[src/rtl/multiport_register_file.sv]
// rtl/multiport_register_file.sv - 1-write/2-read register file with per-register pending flags
// Define RF_BYPASS_EN to forward same-cycle write data to a matching read.
module multiport_register_file #(
  parameter int DATA_W = 8,
  parameter int DEPTH  = 4,
  localparam int ADDR_W = (DEPTH > 2) ? $clog2(DEPTH) : 1
) (
  input  logic              clock,
  input  logic              reset,
  input  logic              wr_en,
  input  logic [ADDR_W-1:0] wr_addr,
  input  logic [DATA_W-1:0] wr_data,
  input  logic              rd_en_a,
  input  logic [ADDR_W-1:0] rd_addr_a,
  input  logic              rd_en_b,
  input  logic [ADDR_W-1:0] rd_addr_b,
  output logic [DATA_W-1:0] rd_data_a,
  output logic [DATA_W-1:0] rd_data_b,
  output logic              rd_valid_a,
  output logic              rd_valid_b,
  input  logic              rsv_en,
  input  logic [ADDR_W-1:0] rsv_addr,
  output logic [DEPTH-1:0]  pending
);

  typedef struct packed {
    logic              valid;
    logic [DATA_W-1:0] data;
  } rd_res_t;

  logic [DATA_W-1:0] regs [DEPTH];
  logic              wr_hit;
  logic              rsv_hit;
  rd_res_t           rd_a;
  rd_res_t           rd_b;

  function automatic logic in_range(input logic [ADDR_W-1:0] a);
    return int'(a) < DEPTH;
  endfunction

  // Reads see the pre-edge pending flags and register contents; a blocked
  // read leaves valid low so the output data register holds.
  function automatic rd_res_t read_port(input logic en, input logic [ADDR_W-1:0] addr);
    rd_res_t r;
    r = '0;
    if (en) begin
      if (!in_range(addr)) begin
        r.valid = 1'b1;
      end
`ifdef RF_BYPASS_EN
      else if (wr_hit && (wr_addr == addr)) begin
        r.valid = 1'b1;
        r.data  = wr_data;
      end
`endif
      else if (!pending[addr]) begin
        r.valid = 1'b1;
        r.data  = regs[addr];
      end
    end
    return r;
  endfunction

  always_comb begin
    wr_hit  = wr_en && in_range(wr_addr);
    rsv_hit = rsv_en && in_range(rsv_addr);
    rd_a    = read_port(rd_en_a, rd_addr_a);
    rd_b    = read_port(rd_en_b, rd_addr_b);
  end

  always_ff @(posedge clock) begin
    if (reset) begin
      for (int i = 0; i < DEPTH; i++) begin
        regs[i] <= '0;
      end
      pending    <= '0;
      rd_data_a  <= '0;
      rd_data_b  <= '0;
      rd_valid_a <= 1'b0;
      rd_valid_b <= 1'b0;
    end else begin
      if (wr_hit) begin
        regs[wr_addr]    <= wr_data;
        pending[wr_addr] <= 1'b0;
      end
      // Later assignment lets a same-index reserve win over the write's clear.
      if (rsv_hit) begin
        pending[rsv_addr] <= 1'b1;
      end
      rd_valid_a <= rd_a.valid;
      rd_valid_b <= rd_b.valid;
      if (rd_a.valid) begin
        rd_data_a <= rd_a.data;
      end
      if (rd_b.valid) begin
        rd_data_b <= rd_b.data;
      end
    end
  end

endmodule
[config.mk]
export PLATFORM = sky130hd
export DESIGN_NAME = multiport_register_file
export DESIGN_NICKNAME = d
export VERILOG_FILES = /design/src/rtl/multiport_register_file.sv
export SDC_FILE = /design/constraint.sdc
export NUM_CORES = 1
export LEC_CHECK = 0
export CAP_MARGIN = 20
export CELL_PAD_IN_SITES_DETAIL_PLACEMENT = 0
export CELL_PAD_IN_SITES_GLOBAL_PLACEMENT = 2
export CORE_MARGIN = 2
export CORE_UTILIZATION = 34
export CTS_CLUSTER_DIAMETER = 60
export DETAILED_ROUTE_END_ITERATION = 6
export GPL_TIMING_DRIVEN = 0
export PLACE_DENSITY = 0.77
export SYNTH_ARGS = -nofsm -noshare
export SYNTH_HDL_FRONTEND = slang
export SYNTH_SLANG_ARGS = --single-unit
[constraint.sdc]
create_clock -name clock -period 1.7 [get_ports clock]
set_input_delay 0.17 -clock clock [delete_from_list [all_inputs] [get_ports clock]]
set_output_delay 0.17 -clock clock [all_outputs]
set_load 0.01 [all_outputs]
# Word level (Yosys, flattened, before mapping)
# Memory sizes are Yosys's and may differ from the RTL's. A register that Yosys moved wholly into a read port is not among the register bits.
# Index checks and enable logic that the tools add are counted.
# word_totals
out_inout_bits	22
word_cells	39
ramBits	32
ff_bits	6
mem_count	1
in_bits	22
# memory_table
name	depth	width	read_ports	rd_ports_with_merged_regs	write_ports	line_no	source
regs	4	8	2	2	4	31	logic [DATA_W-1:0] regs [DEPTH];
# classes
mux	23
reduce_logical	3
bitwise_logic	3
order_cmp	6
# ops
operator	count
$mux 9	4
$lt 2x3->1 const B	4
$mux 4	3
$mux 1	10
$mux 8	1
$reduce_or 8->1	1
$and 4x4->4	1
$bmux 1 s2	2
$demux 1 s2	2
$ge 2x1->1 const B	2
$not 4->4	1
$or 4x4->4	1
$logic_and 1x1->1	2
$mux 2	1

# Depth between registers and ports, before layout
# depth
depth_word	10
depth_mapped	6
depth_no_buf	4

# Worst setup path after synthesis
# Ideal clock, no wire load.
# synth_timing
path_kind	input to register
startpoint	in wr_en
endpoint	mem regs[0][0] (enable)
t_required_ps	1366
slack_ps	371
n_path_buf	1
t_arrival_ps	995
setup_ps	334
stages	4
cell_sequence	inv_1 > or3_1 > clkbuf_1 > nand2b_1
# synth_rtl
element	line_no	source
from (decl)	10	input logic wr_en,
to (decl)	31	

==> impl_metrics.json <==
{
  "place_ws_ps": -599,
  "wirelength_mm": 5.18,
  "max_cap_viol_count": 0,
  "final_antenna_net_count": 0,
  "arrival_ps": 1610,
  "synth_nets": 207,
  "ys_types": 21,
  "fmax_ghz": 0.623,
  "drive_above_1_share": 0.0957,
  "min_path_type": "in -> reg",
  "drt-vias-per-instance": 4.71,
  "fin_crit_ps": 1600,
  "antenna_found_initial": 0,
  "grt_pass1_vias": 1445,
  "root_buffer": "clkbuf_8",
  "p_total_uw": 2690,
  "setup_violations": 0,
  "numCtsBuffers": 5,
  "setup_ws_ps": 96.1,
  "wire_per_inst_um": 15.8,
  "grtUsageTotal": 0.139,
  "power.density_nw_per_um2": 868,
  "dieHeight_um": 89.6,
  "vdd_drop_max_v": 0.000342,
  "final_cell_mix": "43 x nor2_1, 38 x clkdlybuf4s50_1, 32 x edfxtp_1",
  "row_count": 31,
  "path_cells": "clkdlybuf4s50_1 -> inv_1 -> or3_1 -> nand2b_4",
  "start_util": 0.348,
  "die_w_um": 89.6,
  "rsz0062_at_grt": "false",
  "cp-end-kind": "register",
  "cts.clk_slew.worst_paths_ps": 90,
  "area_growth_pct": 24.3,
  "max_slew.worst_pin.slew_ps": 641,
  "drc_errors": 0,
  "setup_tns_ps": 0,
  "criticalPathCategory": "in -> reg",
  "htree_num_levels": 2,
  "crit_path_max_fanout": 10,
  "finalCritPeriodShare": 0.943,
  "cts_tree": "built",
  "finalClockSkew_ps": 12.2,
  "required_ps": 1710,
  "final_common_cell": "nor2_1",
  "grt_max_degree": 17,
  "ys_seq_area_frac": 0.562,
  "coreArea_um2": 7180,
  "place.gp.congestion": 0.740,
  "boundaryPins": 44,
  "maxSlewViolCount": 0,
  "antennaDiodeCount": 0,
  "start_kind": "input pin",
  "syn-instance-count": 185,
  "dp_hpwl_mm": 3.61,
  "num-nets-final": 251,
  "relSlewSlack": 0.571,
  "grt_overflow_total": 0,
  "num-fill-cells": 666,
  "avgSynthCellArea_um2": 13.5,
  "drt_iter0_drc": 71,
  "p_leak_uw": 0.00121,
  "status": "finished, final reports clean",
  "clock_path_buffers": 2,
  "cts_sinks": 54,
  "die_area_um2": 8040,
  "critPathSlowestCell": "or3_1",
  "netlist_area_um2": 2490,
  "clock_latency_ps": 310,
  "slowest_delay_ps": 600,
  "first_pass_iters": 4,
  "ys_ff_latch": 54,
  "port_buffers": 38,
  "vias": 1549,
  "hold_violations": 0,
  "grt_pass1_wl_mm": 8.00,
  "yosys_warnings": 0
}
-- layout make-up --
cell class,count,area (um^2),area share
plain buffers,10,70.1,0.0226
multi-input cells,107,991,0.320
clock buffers,7,76.3,0.0246
inverters,13,48.8,0.0157
well taps,99,124,0.0400
flip-flops and latches,54,1400,0.452
repair buffers,38,380,0.123
clock inverters,1,7.51,0.00242
-- timing repair --
item / in CTS / in global routing
endpoints found under the setup margin: 17 / 21
hold buffers: 0 / 0
resized for setup: 3 / 2
gates cloned: 0 / 0
setup buffers: 0 / 0
-- metrics by stage --
stage | area (um^2) | hold slack, ps | cells | util
after floorplan | 2490 | 287 | 185 | -
after global placement | 3000 | 470 | 322 | 0.418
after detailed placement | 3000 | 482 | 322 | 0.418
after CTS | 3090 | 225 | 330 | 0.431
after global routing | 3100 | 268 | 329 | 0.432
final | 3100 | 243 | 329 | 0.432
-- where the power goes --
part	internal [uW]	switching, uW
sequential	1490	47.2
combinational	252	199
clock	293	414
-- registers in the layout (all words and copies together) (netlist names) --
name and flops:
regs 32, rd_data_a 8, rd_data_b 8, pending 4, rd_valid_a 1, rd_valid_b 1
-- synth_stat cells --
master | count | area share
nand2b_1 | 5 | 0.013
a32oi_1 | 2 | 0.0070
clkbuf_1 | 5 | 0.0075
mux2i_1 | 16 | 0.064
nand2_1 | 11 | 0.017
inv_1 | 13 | 0.020
o21bai_1 | 1 | 0.0030
mux4_1 | 16 | 0.17
a31o_2 | 1 | 0.0035
dfxtp_1 | 22 | 0.18
buf_2 | 2 | 0.0040
mux2_2 | 2 | 0.0090
edfxtp_1 | 32 | 0.39
mux2_4 | 2 | 0.012
nor2_1 | 43 | 0.065
nor2b_1 | 2 | 0.0050
or3_1 | 1 | 0.0025
o22ai_2 | 2 | 0.010
nand3b_1 | 1 | 0.0030
buf_6 | 4 | 0.018
o32ai_1 | 2 | 0.0070
-- per-layer routing --
metal,wire length [um],global-route usage,vias to the layer above,part of all wire
met5,0,0,-,0
met4,89,0.0448,0,0.017
met3,210,0.0274,7,0.041
met2,2490,0.221,42,0.48
met1,2390,0.194,741,0.46
li1,-,-,759,-
-- final timing paths --
kind               from            to  slack (ps)  cells past startpoint
max               wr_en    regs[0][4]         100                      4
min               reset    rd_valid_a         240                      2
max reg2reg  pending[1]  rd_data_a[0]         350                      5
min reg2reg  pending[3]    pending[3]         500                      2
-- kinds of logic after synthesis --
kind of cell / Yosys count / share of synthesized area
flops: 54 / 0.562
compound gates: 8 / 0.0306
mux: 36 / 0.254
buf+inv: 24 / 0.0492
simple gates: 63 / 0.104
-- worst max-delay path, delay by kind of cell --
family	cells	cell delay (ps)
buffers and inverters	2	600
AND/OR/NAND/NOR	2	840
No activity file was read; power rests on OpenSTA's default activity.
